<file path="config.mk">
export PLATFORM = sky130hd
export DESIGN_NAME = cdf_scan_sequencer
export DESIGN_NICKNAME = d
export VERILOG_FILES = /design/src/rtl/cdf_scan_sequencer.sv
export SDC_FILE = /design/constraint.sdc
export NUM_CORES = 1
export LEC_CHECK = 0
export BUFFER_PORTS_ARGS = -buffer_cell sky130_fd_sc_hd__buf_4
export CAP_MARGIN = 20
export CORE_ASPECT_RATIO = 0.6
export CORE_MARGIN = 3
export CORE_UTILIZATION = 35
export DETAILED_ROUTE_END_ITERATION = 8
export PLACE_DENSITY = 0.67
export SKIP_LAST_GASP = 1
export SYNTH_ARGS = -nofsm -noshare
export SYNTH_HDL_FRONTEND = slang
export SYNTH_SLANG_ARGS = --single-unit
</file>
<file path="constraint.sdc">
create_clock -name clock -period 4.3 [get_ports clock]
set_input_delay 0.43 -clock clock [delete_from_list [all_inputs] [get_ports clock]]
set_output_delay 0.43 -clock clock [all_outputs]
set_load 0.005 [all_outputs]
</file>
<file path="src/rtl/cdf_scan_sequencer.sv">
// Sequences one CDF pass: scans every histogram bin, streams counts to the accumulator, captures total/min.
// Optional expected-total comparison is enabled by defining CDF_SCAN_TOTAL_CHECK_EN.
`timescale 1ns/1ps

module cdf_scan_sequencer #(
   parameter int NUM_BINS   = 256,
   parameter int BIN_ADDR_W = 8,
   parameter int DATA_W     = 20
) (
   input  logic                  clock,
   input  logic                  reset_n,
   input  logic                  start,
   input  logic                  abort,
   output logic                  busy,
   output logic                  done,
   output logic                  hist_rd_en,
   output logic [BIN_ADDR_W-1:0] hist_rd_addr,
   input  logic [DATA_W-1:0]     hist_rd_data,
   output logic                  acc_start,
   output logic [DATA_W-1:0]     acc_data,
   output logic [15:0]           acc_addr,
   input  logic [DATA_W-1:0]     acc_result,
   input  logic [DATA_W-1:0]     acc_cdf_min,
   input  logic                  acc_cdf_valid,
`ifdef CDF_SCAN_TOTAL_CHECK_EN
   input  logic [DATA_W-1:0]     expected_total,
   output logic                  total_error,
`endif
   output logic [DATA_W-1:0]     cdf_total,
   output logic [DATA_W-1:0]     cdf_min,
   output logic                  hist_empty
);

   typedef enum logic [2:0] {
      IDLE,
      SCAN,
      FLUSH,
      DRAIN,
      DONE
   } state_t;

   state_t                  state;
   state_t                  state_next;
   logic [BIN_ADDR_W-1:0]   bin_count;
   logic                    flush_count;
   logic                    rd_en_d1;
   logic [BIN_ADDR_W-1:0]   addr_d1;
   logic [BIN_ADDR_W-1:0]   addr_d2;
   logic                    min_seen;
   logic [DATA_W-1:0]       min_value;
   logic                    start_accept;
   logic                    abort_now;
   logic                    last_bin;

   assign start_accept = (state == IDLE) && start && !abort;
   assign abort_now    = abort && (state != IDLE);
   assign last_bin     = (bin_count == BIN_ADDR_W'(NUM_BINS - 1));
   assign acc_addr     = 16'(addr_d2);

   // NOTE: every output of this block gets a default first, so no path can infer a latch.
   always_comb begin
      state_next   = state;
      hist_rd_en   = 1'b0;
      hist_rd_addr = bin_count;
      busy         = 1'b0;
      done         = 1'b0;
      unique case (state)
         IDLE:  if (start_accept) state_next = SCAN;
         SCAN: begin
            hist_rd_en = 1'b1;
            busy       = 1'b1;
            if (last_bin) state_next = FLUSH;
         end
         FLUSH: begin
            busy = 1'b1;
            if (flush_count) state_next = DRAIN;
         end
         DRAIN: begin
            busy       = 1'b1;
            state_next = DONE;
         end
         DONE: begin
            done       = 1'b1;
            state_next = IDLE;
         end
         default: state_next = IDLE;
      endcase
      if (abort_now) state_next = IDLE;
   end

   // NOTE: sequential state uses non-blocking assignments so every register samples pre-edge values.
   always_ff @(posedge clock or negedge reset_n) begin
      if (!reset_n) begin
         state       <= IDLE;
         bin_count   <= '0;
         flush_count <= 1'b0;
      end else begin
         state <= state_next;
         if (abort_now || start_accept) bin_count <= '0;
         else if (state == SCAN)        bin_count <= bin_count + 1'b1;
         flush_count <= (state == FLUSH) && !flush_count && !abort_now;
      end
   end

   // The accumulator clears whenever StartIn drops, so an abort must flush the whole feed pipeline.
   always_ff @(posedge clock or negedge reset_n) begin
      if (!reset_n) begin
         rd_en_d1  <= 1'b0;
         acc_start <= 1'b0;
         addr_d1   <= '0;
         addr_d2   <= '0;
         acc_data  <= '0;
      end else if (abort_now) begin
         rd_en_d1  <= 1'b0;
         acc_start <= 1'b0;
         addr_d1   <= '0;
         addr_d2   <= '0;
         acc_data  <= '0;
      end else begin
         rd_en_d1  <= hist_rd_en;
         acc_start <= rd_en_d1;
         addr_d1   <= hist_rd_addr;
         addr_d2   <= addr_d1;
         acc_data  <= hist_rd_data;
      end
   end

   always_ff @(posedge clock or negedge reset_n) begin
      if (!reset_n) begin
         min_seen  <= 1'b0;
         min_value <= '0;
      end else if (start_accept) begin
         min_seen  <= 1'b0;
         min_value <= '0;
      end else if (busy && acc_cdf_valid && !min_seen) begin
         min_seen  <= 1'b1;
         min_value <= acc_cdf_min;
      end
   end

   // A lone non-zero last bin is never flagged by the accumulator; the final total is then the minimum.
   always_ff @(posedge clock or negedge reset_n) begin
      if (!reset_n) begin
         cdf_total  <= '0;
         cdf_min    <= '0;
         hist_empty <= 1'b0;
      end else if ((state == DRAIN) && !abort_now) begin
         cdf_total  <= acc_result;
         hist_empty <= (acc_result == '0);
         cdf_min    <= min_seen ? min_value : acc_result;
      end
   end

`ifdef CDF_SCAN_TOTAL_CHECK_EN
   logic [DATA_W-1:0] expected_reg;

   always_ff @(posedge clock or negedge reset_n) begin
      if (!reset_n) begin
         expected_reg <= '0;
         total_error  <= 1'b0;
      end else if (start_accept) begin
         expected_reg <= expected_total;
         total_error  <= 1'b0;
      end else if ((state == DRAIN) && !abort_now) begin
         total_error  <= (acc_result != expected_reg);
      end
   end
`endif

endmodule

</file>
==> impl_metrics.env, run 1 <==
export IMPL_holdCritPathClass="in -> reg"
export IMPL_grt_first_pass_wirelength_um=17400
export IMPL_dieHeight_um=93.5
export IMPL_cts_tree="yes"
export IMPL_initial_core_util_pct=36.5
export IMPL_yosysSeqAreaShare_pct=62.7
export IMPL_required_ns=4.52
export IMPL_finClkSkew_ns=0.00633
export IMPL_routed_wl_um=10800
export IMPL_diodes=0
export IMPL_finalWorstSetupSlack_ns=1.89
export IMPL_grt_usage_pct=15.3
export IMPL_critPathCaptureType="register"
export IMPL_maxSlewHeadroom_pct=30.9
export IMPL_cts_htree_levels=3
export IMPL_avgRoutedWirePerCell_um=15.5
export IMPL_cts_buffers=9
export IMPL_rows=31
export IMPL_clockBufferDepth=2
export IMPL_cts_sinks=112
export IMPL_synth_top_cell_area_share_pct=62.7
export IMPL_synth_edff_count=0
export IMPL_wl_met3_um=872
export IMPL_p_per_area_nw_per_um2=612
export IMPL_dr_wl_met2_um=4750
export IMPL_start_kind="register"
export IMPL_io_pins=154
export IMPL_cts_root_buf="clkbuf_16"
export IMPL_antenna_found_initial=0
export IMPL_dp_hpwl_um=7790
export IMPL_worst_pin_slew_ns=1.04
export IMPL_pre_cts_ws_ns=1.85
export IMPL_port_buffers=145
export IMPL_drv_cap=0
export IMPL_nFillCells=1162
export IMPL_hold_viol_final=0
export IMPL_vias_per_cell=4.60
export IMPL_grt_pass1_vias=3285
export IMPL_die_w_um=152
export IMPL_post_route_drc_count=0
export IMPL_yosys_area_top_type="dfrtp_1"
export IMPL_synth_seq_cells=112
export IMPL_synth_area_per_cell_um2=11.5
export IMPL_drive_gt1_share_pct=35.9
export IMPL_crit_fanout=55
export IMPL_firstDrtPassIters=5
export IMPL_fmax_mhz=414
export IMPL_synthCells=389
export IMPL_wl_met1_um=5060
export IMPL_nets=593
export IMPL_p_leak_uw=0.00296
export IMPL_synthTopCellsByArea="dfrtp_1 (63%), and2_1 (5.5%), mux2_2 (5.0%)"
export IMPL_power_uw=3670
export IMPL_async_flop_share_pct=100
export IMPL_status="finished clean"
export IMPL_fin_crit_sh_pct=56.1
export IMPL_dr_first_iter_drc_count=131
export IMPL_final_setup_viol_count=0
export IMPL_ys_types=34
export IMPL_clkTransAtPathRegs_ns=0.07
export IMPL_grt_max_degree=83
export IMPL_routabilityCongestion=0.800
export IMPL_vdd_ir_drop_worst_uv=235
export IMPL_core_region_area_um2=12300
export IMPL_overflow=0
export IMPL_worstPathArrival_ns=2.64
export IMPL_area_growth_pct=34.1
export IMPL_clk_latency_ns=0.34
export IMPL_die_area_um2=14200
export IMPL_critPathKind="reg -> reg"
export IMPL_synthesis_area_um2=4470
export IMPL_ant_nets=0
export IMPL_synth_warning_count=0
export IMPL_topRoutingLayerUsed="met4"
export IMPL_vias=3203
export IMPL_slew_viol_final=0
export IMPL_fin_crit_ns=2.41
export IMPL_rsz0062_at_grt="false"
export IMPL_yosys_most_used_dff="dfrtp_1"
export IMPL_tns_ns=0
area by class of cell:
type / instances / area (µm²) / share of cell area, %
timing repair buffer: 152 / 1170 / 19.5
inverter: 4 / 15.0 / 0.251
multi-input combinational: 248 / 1520 / 25.4
tap: 165 / 206 / 3.45
sequential: 112 / 2800 / 46.8
clock inverter: 4 / 30.0 / 0.501
clock buffer: 12 / 246 / 4.11
cell usage after synthesis (all sizes together), types with 6 or more instances:
master and count:
a21oi 24, and2 39, buf 21, clkbuf 11
dfrtp 112, mux2 20, mux2i 20, nand2 48
nor2 34, nor4 6, o21ai 22, xnor2 6
sequential cells by signal, summed over array words and instances, names as in the netlist:
register,cells
cdf_min,20
addr_d1,8
hist_rd_addr,8
acc_start,1
cdf_total,20
acc_data,20
min_value,20
state,3
addr_d2,8
rd_en_d1,1
flush_count,1
hist_empty,1
min_seen,1
report_power, final:
part | leakage, µW | total, µW | internal (µW) | switching, µW
combinational | 0.00140 | 1260 | 687 | 574
clock | 0.000133 | 772 | 411 | 361
sequential | 0.00143 | 1630 | 1410 | 220
per-layer routing:
layer  vias to the layer above  track usage [%]
met4                         0             3.74
met2                       128             23.3
li1                       1536                -
met1                      1529             21.2
met5                         -                0
met3                        10             5.36
per-stage QoR:
step           std cells  area [µm²]  hold slack [ns]  util (%)
2_1_floorplan        396        4490            0.134         -
3_3_place_gp         678        5660            0.432      46.2
3_5_place_dp         678        5660            0.434      46.2
4_1_cts              694        5940            0.281      48.4
5_1_grt              697        5990            0.279      48.9
6_report             697        5990            0.290      48.9
cell usage in the layout (no fill, tap or decap), types with 2 or more instances in the layout:
cell,synthesis,final
a21oi_1,24,24
and2_1,39,39
buf_4,9,149
clkbuf_1,11,2
clkbuf_16,0,9
clkinv_4,0,2
conb_1,1,8
dfrtp_1,112,112
inv_1,4,4
mux2_2,20,20
mux2i_1,20,20
nand2_1,48,48
nand3_1,2,2
nand4_1,2,2
nor2_1,33,33
nor3_1,3,3
nor4_1,5,5
o21ai_0,19,19
o21ai_1,3,3
xnor2_1,6,6
xor2_1,2,2
path summary, 6_finish.rpt:
check / start / to / slack [ns] / depth (start not counted)
worst min register to register: rd_en_d1 / acc_start / 0.45 / 1
worst max register to register: state[2] / cdf_total[12] / 1.89 / 4
worst min-delay path: acc_cdf_min[5] / min_value[5] / 0.29 / 3
worst max-delay path: state[2] / cdf_total[12] / 1.89 / 4
max in group asynchronous: reset_n / cdf_total[15] / 3.17 / 3
min in group asynchronous: reset_n / cdf_min[4] / 0.48 / 2
timing repair:
item | CTS | global route
hold buffers | 0 | 1
endpoints found under the hold margin | 0 | 12
setup buffers | 0 | 0
resized for setup | 0 | 0
kinds of logic after synthesis:
group	count (synthesis)	synth area share [%]
AOI/OAI and AO/OA	49	5.71
muxes	40	9.52
other	1	0.0839
DFF	112	62.7
and+or+nand+nor	142	15.8
xor gates and xnor gates	8	1.57
adders and majority gates	1	0.280
buffers and inverters	36	4.34
worst max-delay path, cell delays in order (launching register included):
cell	delay (ns)
dfrtp_1	0.51
nor2_1	0.22
and3_2	0.91
buf_4	0.31
mux2_2	0.34
(Power assumes the default switching activity.)
==> run 2, diff against run 1 <==
- PLACE_DENSITY: 0.67 -> 0.7
- clock period: 4.3 -> 2.2 ns (I/O delays scaled with it)
==> run 2 against run 1 <==
Compared with the run above: first-iteration DRC count is 34% higher; hold slack worse by 0.21 ns; clock-buffer cell count is 3 lower; utilization is 0.19 points higher; final cell count is 0.14% higher; flip-flop and latch count stayed put; largest cell class unchanged; largest power group unchanged; highest routed layer unchanged.
==> impl_metrics.env, run 2 (synthesis gave the netlist of run 1 again) <==
export IMPL_cts_sinks=112
export IMPL_critPathCaptureType="output port"
export IMPL_final_cell_mix="buf_4 (150), dfrtp_1 (112), nand2_1 (48), and2_1 (39), nor2_1 (33)"
export IMPL_reg2regPathDepth=4
export IMPL_switchingPower_uw=2340
export IMPL_ant_nets=0
export IMPL_r2r_start="state[2]"
export IMPL_status="finished clean"
export IMPL_required_ns=1.98
export IMPL_vias=3247
export IMPL_die_area_um2=14200
export IMPL_clk_latency_ns=0.34
export IMPL_wl_met1_um=5060
export IMPL_finalWorstSetupSlack_ns=0.275
export IMPL_finClkSkew_ns=0.00927
export IMPL_hold_path_depth=3
export IMPL_pwr_share_seq_pct=43.9
export IMPL_ff2ff_setup_slack_ns=0.48
export IMPL_pre_cts_ws_ns=0.502
export IMPL_cts_root_buf="clkbuf_16"
export IMPL_switching_share_pct=32.3
export IMPL_port_buffers=145
export IMPL_whs_endpoint="min_value[4]"
export IMPL_p_per_area_nw_per_um2=1200
export IMPL_multiInputGateArea_um2=1520
export IMPL_maxSlewHeadroom_pct=57.4
export IMPL_routed_wl_um=10700
export IMPL_initial_core_util_pct=36.5
export IMPL_post_cts_buffers=0
export IMPL_dr_wl_met2_um=4770
export IMPL_dr_first_iter_drc_count=175
export IMPL_layout_commonest_cell="buf_4"
export IMPL_path_cells="or3b_1, inv_1, buf_4"
export IMPL_core_region_area_um2=12300
export IMPL_avgRoutedWirePerCell_um=15.3
export IMPL_tns_ns=0
export IMPL_cp_slowest_stage_delay_ns=0.55
export IMPL_clockBufferDepth=2
export IMPL_die_w_um=152
export IMPL_p_leak_uw=0.00297
export IMPL_rows=31
export IMPL_nFillCells=1124
export IMPL_firstDrtPassIters=4
export IMPL_slowest_stage="or3b_1"
export IMPL_fin_crit_ns=1.92
export IMPL_clkTransAtPathRegs_ns=0.08
export IMPL_holdCritPathClass="in -> reg"
export IMPL_vias_per_cell=4.65
export IMPL_vdd_ir_drop_worst_uv=513
export IMPL_rsz0062_at_grt="false"
export IMPL_cts_tree="yes"
export IMPL_clockPowerShare_pct=22.2
export IMPL_worst_pin_slew_ns=0.633
export IMPL_fin_crit_sh_pct=87.5
export IMPL_power_frac_comb_pct=34.0
export IMPL_hold_viol_final=0
export IMPL_worstPathArrival_ns=1.70
export IMPL_dp_hpwl_um=7800
export IMPL_antenna_found_initial=0
export IMPL_fmax_mhz=520
export IMPL_cts_buffers=9
export IMPL_r2r_end="cdf_total[18]"
export IMPL_crit_fanout=10
export IMPL_topRoutingLayerUsed="met4"
export IMPL_area_growth_pct=34.6
export IMPL_start_kind="register"
export IMPL_intPower_uw=4910
export IMPL_grt_first_pass_wirelength_um=17500
export IMPL_dieHeight_um=93.5
export IMPL_diodes=0
export IMPL_hold_start="acc_cdf_min[4]"
export IMPL_overflow=0
export IMPL_critPathKind="reg -> out"
export IMPL_final_setup_viol_count=0
export IMPL_routabilityCongestion=0.806
export IMPL_grt_pass1_vias=3297
export IMPL_post_route_drc_count=0
export IMPL_drive_gt1_share_pct=36.4
export IMPL_drv_cap=0
export IMPL_wl_met3_um=762
export IMPL_cts_htree_levels=3
export IMPL_seq_area_um2=2800
export IMPL_grt_max_degree=64
export IMPL_io_pins=154
export IMPL_nets=594
export IMPL_grt_usage_pct=15.5
export IMPL_slew_viol_final=0
## run 2: cell count changes in the layout (fill, tap and decap cells not counted), sizes merged
cell	previous run	this run
inv	4	9
buf	151	152
clkinv	3	1
clkbuf	12	9
## run 2: area by class of cell
| type | count | share of cell area [%] |
|---|---|---|
| tap | 165 | 3.43 |
| multi-input combinational | 248 | 25.3 |
| clock inverter | 7 | 1.16 |
| timing repair buffer | 153 | 19.6 |
| inverter | 4 | 0.250 |
| clock buffer | 9 | 3.74 |
| sequential | 112 | 46.6 |
## run 2: worst max-delay path, delay by kind of cell (launching register included)
kind | cells | cell delay [ns]
AND/OR/NAND/NOR | 1 | 0.55
flip-flops | 1 | 0.50
buffers and inverters | 2 | 0.31
## run 2: how the worst max path moves through the flow
| stage | from | to | depth (start not counted) |
|---|---|---|---|
| 2_1_floorplan | state[2] | cdf_total[10] | 6 |
| 3_3_place_gp | state[2] | hist_rd_addr[7] | 4 |
| 3_5_place_dp | state[2] | cdf_total[18] | 4 |
| 4_1_cts | state[2] | hist_rd_en | 3 |
| 5_1_grt | state[2] | hist_rd_en | 3 |
| 6_report | state[2] | hist_rd_en | 3 |
## run 2: per-layer routing
metal / track usage (%) / up-vias
li1: - / 1546
met1: 21.6 / 1567
met2: 23.3 / 127
met3: 5.78 / 7
met4: 2.92 / 0
met5: 0 / -
## run 2: power by group through the flow
| stage | clock network, µW | registers [µW] | logic, µW |
|---|---|---|---|
| final | 1610 | 3180 | 2460 |
| after global routing | 1770 | 3280 | 2760 |
| after CTS | 1670 | 3190 | 2520 |
| after detailed placement | 0 | 3220 | 2510 |
| after global placement | 0 | 3190 | 2440 |
| after floorplan | 0 | 3140 | 1300 |
## run 2: what timing repair did
item / 4_1_cts / 5_1_grt
gates resized for setup: 0 / 0
hold buffers: 1 / 0
hold endpoints to repair: 37 / 0
## run 2: per-stage QoR
step	instances	instance area, µm²	total power (µW)	utilization [%]	hold WS [ns]
2_1_floorplan	396	4490	4440	-	-0.0756
6_report	698	6010	7250	49.1	0.0770
3_3_place_gp	681	5710	5630	46.6	0.226
3_5_place_dp	681	5710	5730	46.6	0.230
5_1_grt	698	6010	7820	49.1	0.0584
4_1_cts	698	6010	7370	49.1	0.0640
==> run 3, diff against run 2 <==
- PLACE_DENSITY: 0.7 -> 0.67
- clock period: 2.2 -> 1.8 ns (I/O delays scaled with it)
==> run 3 against run 2 <==
Compared with the run above: die area stayed put; clock-buffer cell count is 2 higher; via count is 0.49% higher; total power is 24% higher; critical endpoint unchanged; highest routed layer unchanged.
==> impl_metrics.env, run 3 (synthesis gave the netlist of run 1 again) <==
export IMPL_cts_tree="yes"
export IMPL_dr_first_iter_drc_count=180
export IMPL_clockPowerShare_pct=22.3
export IMPL_power_frac_comb_pct=35.0
export IMPL_clk_latency_ns=0.34
export IMPL_cts_root_buf="clkbuf_16"
export IMPL_vdd_ir_drop_worst_uv=605
export IMPL_final_cell_mix="buf_4 (151), dfrtp_1 (111), nand2_1 (48), and2_1 (39), nor2_1 (33)"
export IMPL_status="finished clean"
export IMPL_core_region_area_um2=12300
export IMPL_maxSlewHeadroom_pct=59.6
export IMPL_worst_pin_slew_ns=0.600
export IMPL_drive_gt1_share_pct=37.2
export IMPL_critPathKind="reg -> out"
export IMPL_critPathCaptureType="output port"
export IMPL_vias=3263
export IMPL_die_area_um2=14200
export IMPL_p_per_area_nw_per_um2=1480
export IMPL_post_route_drc_count=0
export IMPL_rsz0062_at_grt="false"
export IMPL_start_kind="register"
export IMPL_die_w_um=152
export IMPL_cts_htree_levels=3
export IMPL_clockBufferDepth=2
export IMPL_rows=31
export IMPL_vias_per_cell=4.65
export IMPL_cts_sinks=112
export IMPL_layout_commonest_cell="buf_4"
export IMPL_dp_cells=685
export IMPL_diodes=0
export IMPL_grt_max_degree=50
export IMPL_hold_viol_final=0
export IMPL_crit_fanout=8
export IMPL_fin_crit_ns=1.69
export IMPL_antenna_found_initial=0
export IMPL_fmax_mhz=592
export IMPL_final_setup_viol_count=0
export IMPL_area_growth_pct=36.5
export IMPL_tns_ns=0
export IMPL_firstDrtPassIters=5
export IMPL_avgRoutedWirePerCell_um=15.2
export IMPL_routed_wl_um=10700
export IMPL_slew_viol_final=0
export IMPL_port_buffers=145
export IMPL_dp_hpwl_um=7830
export IMPL_dieHeight_um=93.5
export IMPL_fin_crit_sh_pct=93.8
export IMPL_finClkSkew_ns=0.00658
export IMPL_io_pins=154
export IMPL_overflow=0
export IMPL_grt_pass1_vias=3255
export IMPL_ant_nets=0
export IMPL_initial_core_util_pct=36.5
export IMPL_grt_first_pass_wirelength_um=17200
export IMPL_worstPathArrival_ns=1.51
export IMPL_pwr_share_seq_pct=42.7
export IMPL_cts_buffers=9
export IMPL_grt_usage_pct=15.1
export IMPL_holdCritPathClass="in -> reg"
export IMPL_intPower_uw=6220
export IMPL_switchingPower_uw=2790
export IMPL_switching_share_pct=31.0
export IMPL_clkTransAtPathRegs_ns=0.07
export IMPL_routabilityCongestion=0.793
export IMPL_nets=598
export IMPL_instances_no_fill=702
export IMPL_p_leak_uw=0.00301
export IMPL_post_cts_buffers=0
export IMPL_drv_cap=0
export IMPL_required_ns=1.62
run 3: final timing paths:
check | startpoint | to | slack (ns) | depth (start not counted)
worst max-delay path | state[2] | hist_rd_en | 0.11 | 3
worst min-delay path | acc_cdf_min[1] | min_value[1] | 0.05 | 3
worst max register to register | state[2] | cdf_total[2] | 0.22 | 4
worst min register to register | addr_d1[1] | addr_d2[1] | 0.45 | 1
max in group asynchronous | reset_n | cdf_min[18] | 0.79 | 3
min in group asynchronous | reset_n | cdf_total[4] | 0.36 | 2
run 3: repair_timing:
item,in CTS,in global routing
hold buffers,1,0
gates resized for setup,1,2
pin swaps,0,0
setup endpoints to repair,1,1
hold endpoints to repair,36,0
run 3: critical path, stage by stage (launching register included):
cell and delay [ns]:
dfrtp_2 0.47, or3b_4 0.48, inv_2 0.11, buf_4 0.12
run 3: per-stage QoR:
step           instance area (µm²)  util, %  hold WS [ns]  power, µW  setup slack (ns)
2_1_floorplan                 4490        -        -0.116       5420             0.205
3_3_place_gp                  5780     47.1         0.199       6960             0.160
3_5_place_dp                  5780     47.1         0.197       7080             0.138
4_1_cts                       6100     49.7        0.0309       9140            0.0199
5_1_grt                       6100     49.7        0.0264       9670            0.0464
6_report                      6100     49.7        0.0473       9010             0.111
run 3: cell type report:
type	count	area, µm²
fill	1129	6160
sequential	112	2800
multi-input combinational	248	1520
timing repair buffer	157	1240
clock buffer	11	243
tap	165	206
clock inverter	5	63.8
inverter	4	15.0
run 3: layer usage:
metal	GRT usage [%]	vias up	wire (µm)
met5	0	-	0
met4	3.59	0	89
met3	5.32	9	728
met2	22.1	106	4820
met1	21.5	1594	5020
li1	-	1554	-
run 3: power by group through the flow:
stage	sequential, µW	clock [µW]	combinational (µW)
after floorplan	3840	0	1590
after global placement	3850	0	3120
after detailed placement	3890	0	3190
after CTS	3850	2080	3210
after global routing	3960	2210	3500
final	3850	2010	3150
